### config.mk
export PLATFORM = sky130hd
export DESIGN_NAME = pwr_main_seq
export DESIGN_NICKNAME = d
export VERILOG_FILES = /design/src/rtl/pwr_main_seq.sv
export SDC_FILE = /design/constraint.sdc
export NUM_CORES = 1
export LEC_CHECK = 0
export ABC_AREA = 1
export BUFFER_PORTS_ARGS = -buffer_cell sky130_fd_sc_hd__buf_2
export CORE_UTILIZATION = 35
export CTS_CLUSTER_DIAMETER = 40
export DETAILED_ROUTE_END_ITERATION = 12
export SYNTH_ARGS = -nofsm -noshare
export SYNTH_HDL_FRONTEND = slang
export SYNTH_SLANG_ARGS = --single-unit
### constraint.sdc
create_clock -name clk -period 4.47 [get_ports clk]
set_clock_uncertainty 0.1 [all_clocks]
set_input_delay 0.6705 -clock clk [delete_from_list [all_inputs] [get_ports clk]]
set_output_delay 0.6705 -clock clk [all_outputs]
set_load 0.02 [all_outputs]
### src/rtl/pwr_main_seq.sv
`default_nettype none
// ============================================================================
// Module      : pwr_main_seq
// Description : Upstream master sequencer for the PCH and CPU rail
//               sub-sequencers. Powers the PCH domain first, then the CPU
//               domain after a fixed delay, and powers down in the reverse
//               order. It enforces PwrGD rise/fall timeouts, latches a fault
//               cause, and releases the sub-sequencers from their fault state
//               with a one-cycle go_out_flt_st_o pulse.
// Ports       : clk              system clock
//               rst              synchronous active-high reset
//               pwr_on_req_i     level system-on request
//               flt_clr_i        operator fault-clear pulse
//               pch_pwrgd_i      PCH sub-sequencer PwrGD
//               pch_pwrflt_i     PCH sub-sequencer PwrFLT
//               cpu_pwrgd_i      CPU sub-sequencer PwrGD
//               cpu_pwrflt_i     CPU sub-sequencer PwrFLT
//               pch_pwrmain_o    PCH domain on request
//               cpu_pwrmain_o    CPU domain on request
//               go_out_flt_st_o  one-cycle fault-release pulse
//               sys_pwrok_o      high only in RUN
//               seq_fault_o      high only in FAULT
//               fault_code_o     latched fault cause (0 outside FAULT)
//               dbg_fsm_o        current state encoding
// Revision    : 1.0 - initial release
// ============================================================================
module pwr_main_seq #(
    parameter int unsigned T_PGD_TMO = 1000,
    parameter int unsigned T_DLY_ON  = 100,
    parameter int unsigned T_OFF_TMO = 1000
) (
    input  logic       clk,
    input  logic       rst,
    input  logic       pwr_on_req_i,
    input  logic       flt_clr_i,
    input  logic       pch_pwrgd_i,
    input  logic       pch_pwrflt_i,
    input  logic       cpu_pwrgd_i,
    input  logic       cpu_pwrflt_i,
    output logic       pch_pwrmain_o,
    output logic       cpu_pwrmain_o,
    output logic       go_out_flt_st_o,
    output logic       sys_pwrok_o,
    output logic       seq_fault_o,
    output logic [2:0] fault_code_o,
    output logic [2:0] dbg_fsm_o
);

    typedef enum logic [2:0] {
        S_OFF     = 3'd0,
        S_PCH_ON  = 3'd1,
        S_CPU_DLY = 3'd2,
        S_CPU_ON  = 3'd3,
        S_RUN     = 3'd4,
        S_CPU_OFF = 3'd5,
        S_PCH_OFF = 3'd6,
        S_FAULT   = 3'd7
    } state_t;

    localparam logic [2:0] c_FC_PCH_FLT  = 3'd1;
    localparam logic [2:0] c_FC_PCH_TMO  = 3'd2;
    localparam logic [2:0] c_FC_PCH_LOST = 3'd3;
    localparam logic [2:0] c_FC_CPU_TMO  = 3'd4;
    localparam logic [2:0] c_FC_CPU_FLT  = 3'd5;
    localparam logic [2:0] c_FC_CPU_LOST = 3'd6;
    localparam logic [2:0] c_FC_OFF_TMO  = 3'd7;

    // Terminal timer values: the timer reads N-1 on the Nth edge after entry.
    localparam logic [15:0] c_PGD_LAST = 16'(T_PGD_TMO - 1);
    localparam logic [15:0] c_DLY_LAST = 16'(T_DLY_ON  - 1);
    localparam logic [15:0] c_OFF_LAST = 16'(T_OFF_TMO - 1);

    state_t      state_q, state_d;
    logic [15:0] timer_q;
    logic [2:0]  code_d;
    logic        pch_pwrmain_q, cpu_pwrmain_q, go_out_flt_st_q;
    logic        sys_pwrok_q, seq_fault_q;
    logic [2:0]  fault_code_q;

    // Next-state logic. Within each active state: fault, then off request,
    // then forward progress.
    always_comb begin
        state_d = state_q;
        code_d  = fault_code_q;
        case (state_q)
            S_OFF: begin
                if (pwr_on_req_i && !pch_pwrflt_i && !cpu_pwrflt_i)
                    state_d = S_PCH_ON;
            end
            S_FAULT: begin
                if (flt_clr_i && !pwr_on_req_i)
                    state_d = S_OFF;
            end
            default: begin
                // PCH fault is checked first so it wins a simultaneous fault.
                if (pch_pwrflt_i) begin
                    state_d = S_FAULT;
                    code_d  = c_FC_PCH_FLT;
                end else if (cpu_pwrflt_i) begin
                    state_d = S_FAULT;
                    code_d  = c_FC_CPU_FLT;
                end else begin
                    case (state_q)
                        S_PCH_ON: begin
                            if (!pch_pwrgd_i && timer_q == c_PGD_LAST) begin
                                state_d = S_FAULT;
                                code_d  = c_FC_PCH_TMO;
                            end else if (!pwr_on_req_i) begin
                                state_d = S_PCH_OFF;
                            end else if (pch_pwrgd_i) begin
                                state_d = S_CPU_DLY;
                            end
                        end
                        S_CPU_DLY: begin
                            if (!pch_pwrgd_i) begin
                                state_d = S_FAULT;
                                code_d  = c_FC_PCH_LOST;
                            end else if (!pwr_on_req_i) begin
                                state_d = S_PCH_OFF;
                            end else if (timer_q == c_DLY_LAST) begin
                                state_d = S_CPU_ON;
                            end
                        end
                        S_CPU_ON: begin
                            if (!pch_pwrgd_i) begin
                                state_d = S_FAULT;
                                code_d  = c_FC_PCH_LOST;
                            end else if (!cpu_pwrgd_i && timer_q == c_PGD_LAST) begin
                                state_d = S_FAULT;
                                code_d  = c_FC_CPU_TMO;
                            end else if (!pwr_on_req_i) begin
                                state_d = S_CPU_OFF;
                            end else if (cpu_pwrgd_i) begin
                                state_d = S_RUN;
                            end
                        end
                        S_RUN: begin
                            if (!pch_pwrgd_i) begin
                                state_d = S_FAULT;
                                code_d  = c_FC_PCH_LOST;
                            end else if (!cpu_pwrgd_i) begin
                                state_d = S_FAULT;
                                code_d  = c_FC_CPU_LOST;
                            end else if (!pwr_on_req_i) begin
                                state_d = S_CPU_OFF;
                            end
                        end
                        S_CPU_OFF: begin
                            if (cpu_pwrgd_i && timer_q == c_OFF_LAST) begin
                                state_d = S_FAULT;
                                code_d  = c_FC_OFF_TMO;
                            end else if (!cpu_pwrgd_i) begin
                                state_d = S_PCH_OFF;
                            end
                        end
                        S_PCH_OFF: begin
                            // A renewed on request waits until OFF is reached.
                            if (pch_pwrgd_i && timer_q == c_OFF_LAST) begin
                                state_d = S_FAULT;
                                code_d  = c_FC_OFF_TMO;
                            end else if (!pch_pwrgd_i) begin
                                state_d = S_OFF;
                            end
                        end
                        default: state_d = state_q;
                    endcase
                end
            end
        endcase
    end

    // State, timer and Moore outputs; outputs are decoded from state_d so
    // they change on the same edge as the state.
    always_ff @(posedge clk) begin
        if (rst) begin
            state_q         <= S_OFF;
            timer_q         <= 16'd0;
            pch_pwrmain_q   <= 1'b0;
            cpu_pwrmain_q   <= 1'b0;
            go_out_flt_st_q <= 1'b0;
            sys_pwrok_q     <= 1'b0;
            seq_fault_q     <= 1'b0;
            fault_code_q    <= 3'd0;
        end else begin
            state_q <= state_d;
            if (state_d != state_q)
                timer_q <= 16'd0;
            else if (timer_q != 16'hFFFF)
                timer_q <= timer_q + 16'd1;
            pch_pwrmain_q   <= (state_d inside {S_PCH_ON, S_CPU_DLY, S_CPU_ON, S_RUN, S_CPU_OFF});
            cpu_pwrmain_q   <= (state_d inside {S_CPU_ON, S_RUN});
            sys_pwrok_q     <= (state_d == S_RUN);
            seq_fault_q     <= (state_d == S_FAULT);
            fault_code_q    <= (state_d == S_FAULT) ? code_d : 3'd0;
            go_out_flt_st_q <= (state_q == S_FAULT) && (state_d == S_OFF);
        end
    end

    assign pch_pwrmain_o   = pch_pwrmain_q;
    assign cpu_pwrmain_o   = cpu_pwrmain_q;
    assign go_out_flt_st_o = go_out_flt_st_q;
    assign sys_pwrok_o     = sys_pwrok_q;
    assign seq_fault_o     = seq_fault_q;
    assign fault_code_o    = fault_code_q;
    assign dbg_fsm_o       = state_q;

endmodule
`default_nettype wire

**After elaboration in Yosys (flattened, before gate mapping)**

Index checks and enable logic that the tools add are counted.

- Register bits after elaboration: 27
- Word-level logic and storage cells: 90
- Bits of input ports: 8

- Bitwise gates (word level): 2
- Reduce and logical (&&, ||, !) cells: 22
- Muxes and demuxes: 34
- Eq/ne operators: 23
- $add $sub $neg: 1

Operators with widths:

| operator | count |
|---|---|
| $mux W3 | 31 |
| $pmux W3 S6 | 2 |
| $eq A3 B3 Y1 const B | 7 |
| $add A16 B1 Y16 const B | 1 |
| $eq A16 B10 Y1 const B | 1 |
| $eq A16 B7 Y1 const B | 1 |
| $ne A16 B16 Y1 const B | 1 |
| $ne A4 B4 Y1 const B | 4 |
| $eq A3 B2 Y1 const B | 4 |
| $ne A5 B5 Y1 const B | 2 |
| $logic_and A1 B1 Y1 | 8 |
| $reduce_and A8 Y1 | 1 |
| $reduce_bool A8 Y1 | 1 |
| $eq A3 B1 Y1 const B | 2 |
| $logic_not A3 Y1 | 2 |
| $pmux W3 S2 | 1 |
| $reduce_or A2 Y1 | 3 |
| $logic_not A1 Y1 | 5 |
| $reduce_bool A5 Y1 | 1 |
| $ne A3 B3 Y1 | 1 |
| $not A1 Y1 | 2 |
| $reduce_bool A2 Y1 | 1 |

**Longest topological paths before layout**

- Word-level depth: 11
- Gate-level depth with buffers: 16

**Worst setup path before layout**

OpenSTA, ideal clock, no wires.

- Path kind: input port to flip-flop
- From: input port cpu_pwrflt_i
- To: register timer_q[10]
- Path buffers: 1
- Required time: 4.250 ns
- Library setup time: 0.120 ns
- Data arrival time: 1.935 ns
- Cell stages on the path: 13
- Slack: 2.315 ns
- Cells stage by stage: nor2_2 nand2_1 inv_2 nand2_1 a21oi_2 nand3_2 o21bai_2 nand2_4 nor2_2 nor2_4 nand3_4 buf_12 nor2_4

- Longest elaborated chain between the ends: 6

Ends and longest elaborated chain:

| what | line | RTL |
|---|---|---|
| start, declared | 39 | `input logic cpu_pwrflt_i,` |
| $logic_not A1 Y1 | 87 | `if (pwr_on_req_i && !pch_pwrflt_i && !cpu_pwrflt_i)` |
| $logic_and A1 B1 Y1 | 87 |  |
| $mux W3 | 87 |  |
| $pmux W3 S2 * | 85 | `case (state_q)` |
| $ne A3 B3 Y1 * | 186 | `if (state_d != state_q)` |
| $reduce_or A2 Y1 (no source line) * | n/a |  |
| end signal, assigned | 189 | `timer_q <= timer_q + 16'd1;` |
| end, declared | 74 | `logic [15:0] timer_q;` |

Mark *: on every way between the ends. The rest lies on a longest branch, timed or not.
A chain may end at the register's enable or synchronous reset.

**Worst setup path after layout**

- From: register state_q[2] (netlist: dbg_fsm_o[2])
- To: register timer_q[14]

- Longest elaborated chain between the ends: 10

Ends and longest elaborated chain:

| what | line | RTL |
|---|---|---|
| start, declared | 73 | `state_t state_q, state_d;` |
| start signal, assigned | 185 | `state_q <= state_d;` |
| $mux W3 | 133 | `end else if (cpu_pwrgd_i) begin` |
| $mux W3 | 131 | `end else if (!pwr_on_req_i) begin` |
| $mux W3 | 128 | `end else if (!cpu_pwrgd_i && timer_q == c_PGD_LAST) begin` |
| $mux W3 | 125 | `if (!pch_pwrgd_i) begin` |
| $pmux W3 S6 | 103 | `case (state_q)` |
| $mux W3 | 99 | `end else if (cpu_pwrflt_i) begin` |
| $mux W3 | 96 | `if (pch_pwrflt_i) begin` |
| $pmux W3 S2 | 85 |  |
| $ne A3 B3 Y1 * | 186 |  |
| $reduce_or A2 Y1 (no source line) * | n/a |  |

Marked as above.

==> results.cfg <==
[power_and_ir_drop]
vdd_drop_max_mv = 0.380
leakagePower_uw = 0.000832
p_per_area_nw_per_um2 = 497
total_power_uw = 1060

[worst_setup_path]
critPathRequiredTime_ns = 4.57
path_max_fanout = 16
worst_setup_path_start_kind = flop
rrSetupSlack_ns = 2.01
r2r_start = dbg_fsm_o[2]
reg2reg_to = timer_q[14]
cp_data_arrival_time_ns = 2.56
crit_type = reg -> reg
end_kind = flop
r2r_cells = 12

[die]
fp.dieArea_um2 = 5920
die_width_um = 76.9
rows = 26
ioPinCount = 19
die_h_um = 76.9
core_um2 = 5270
initial_core_util = 0.373

[route]
antenna_left = 0
vias = 1809
drc_errors = 0
drtIter0Drc = 160
via_per_inst = 4.92
drt_pass1_iterations = 4
avgRoutedWirePerCell_um = 11.8
wirelength_um = 4350

[sta]
timing.final.crit_period_ns = 2.46
hold_violations = 0
slew_headroom = 0.537
setup_viol = 0
rsz0062_at_grt = false
slew_violations = 0
tightestPinTransition_ns = 0.689
fin_crit_sh = 0.550
setup_tns_ns = 0
max_freq_ghz = 0.407
holdWs_ns = 0.365

[cells_and_area]
final_cells = 368
nets = 308
area_growth_pct = 8.41
diodes = 0
drive_gt1_frac = 0.238
fill_cells = 581

[clock_tree]
htreeDepth = 1
hold_buffers = 0
clkSinkCount = 27
clk_path_buf_depth = 2
cts_tree = yes
ctsResizeCount = 0
post-cts-setup-buffer-count = 0
insertion_delay_ns = 0.27
root_buffer = clkbuf_8
clk_pin_slew_ns = 0.09
cts_buffers = 3

[grt]
grt_pass1_wl_um = 7640
antenna_found_initial = 0
grt_use_total = 0.158
grt_pass1_vias = 1656
grt_max_degree = 17
grt-ovfl-total = 0

[placement]
hpwl_um = 3390
io_buffers = 18
gp_congestion = 0.897
place_inst = 364

[worst_hold_path]
min_path_cells = 2
min_from = fault_code_o[2]
min_path_type = reg -> reg
min_to = fault_code_o[2]

[logic_synthesis]
syn_nets = 290
synth_area_um2 = 1960
synth_common_cells = 54 x nand2_1, 37 x nor2_1, 27 x dfxtp_1, 27 x inv_1, 25 x nand3_1
yosysTopAreaCellShare = 0.275
ys_warn_count = 0
seq_area_frac_synth = 0.275
synthCells = 281
synth_edf_count = 0
yosys.cell_count.top_type = nand2_1
ys_types = 33
yosysTopAreaCell = dfxtp_1
synth_area_per_cell_um2 = 6.99
synth_top_flop_cell = dfxtp_1
ys_ff_latch = 27
synthArstFlopShare = 0
synth_area_leaders = dfxtp_1 28%, nand2_1 10%, nor2_4 8.6%

[run_status]
status = finished, final reports clean

[job]
drv_cap = 0
power breakdown:
part / internal (µW) / total (µW) / switching (µW)
Sequential: 277 / 339 / 61.7
Clock: 63.8 / 140 / 76.0
Combinational: 179 / 580 / 401
registers in the layout (all words and copies together), names as in the netlist:
register / cells
cpu_pwrmain_o: 1
dbg_fsm_o: 3
fault_code_o: 3
go_out_flt_st_o: 1
pch_pwrmain_o: 1
seq_fault_o: 1
sys_pwrok_o: 1
timer_q: 16
through the flow:
step           setup slack, ns  instance area (µm²)   util
3_3_place_gp              1.85                 2080  0.396
4_1_cts                   2.04                 2130  0.404
6_report                  2.01                 2130  0.404
3_5_place_dp              1.80                 2080  0.396
5_1_grt                   1.79                 2130  0.404
2_1_floorplan             2.31                 1960      -
how the worst max path moves through the flow:
| stage | startpoint | endpoint | cells after the start |
|---|---|---|---|
| 2_1_floorplan | cpu_pwrflt_i | timer_q[10] | 13 |
| 3_3_place_gp | cpu_pwrflt_i | timer_q[15] | 14 |
| 3_5_place_dp | cpu_pwrflt_i | timer_q[14] | 14 |
| 4_1_cts | dbg_fsm_o[2] | timer_q[14] | 12 |
| 5_1_grt | dbg_fsm_o[2] | timer_q[13] | 12 |
| 6_report | dbg_fsm_o[2] | timer_q[14] | 12 |
cells in the final DEF (no fill, tap or decap):
cell,n
a211oi_1,1
a21o_1,1
a21oi_1,12
a21oi_2,2
a31oi_1,2
buf_2,18
clkbuf_1,1
clkbuf_8,3
dfxtp_1,27
ha_1,1
inv_1,27
inv_2,5
inv_4,2
mux2i_1,1
nand2_1,54
nand2_2,8
nand2_4,2
nand3_1,25
nand3_2,5
nand3_4,1
nand3b_1,1
nand4_1,10
nor2_1,37
nor2_2,6
nor2_4,15
nor3_1,4
nor3_2,2
nor4_2,1
o21ai_0,10
o21ai_1,1
o21bai_1,1
o21bai_2,1
xor2_1,11
cells by family (layout without fill, tap and decap cells):
| logic type | count (synthesis) | after routing | share of synthesized area |
|---|---|---|---|
| and+or+nand+nor | 171 | 171 | 0.476 |
| DFF | 27 | 27 | 0.275 |
| muxes | 1 | 1 | 0.00510 |
| AOI/OAI and AO/OA | 31 | 31 | 0.0911 |
| buffers and inverters | 39 | 56 | 0.0968 |
| xor gates and xnor gates | 11 | 11 | 0.0490 |
| adders and majority gates | 1 | 1 | 0.00637 |
critical path, stage by stage (launching register included):
cell and delay (ns):
dfxtp_1 0.66, inv_2 0.14, nand2_2 0.14, nor2_1 0.09, inv_1 0.11, nand4_1 0.10, a21oi_2 0.13, nand3_2 0.11
nand2_2 0.12, nand2_1 0.06, nand2_1 0.09, nand3_4 0.32, nor2_1 0.20
cell type report:
cell class / count / area [µm²] / area share
flip-flops and latches: 27 / 541 / 0.254
repair buffers: 18 / 90.1 / 0.0423
multi-input cells: 215 / 1230 / 0.579
inverters: 34 / 133 / 0.0623
clock buffers: 4 / 45.0 / 0.0212
well taps: 70 / 87.6 / 0.0411
routing by layer:
metal  global-route usage  routed length (µm)
met1                0.232                2210
met5                    0                   0
met3               0.0119                 178
met2                0.236                1900
met4               0.0596                  56
Note: power is estimated with default switching activity, not from simulation.
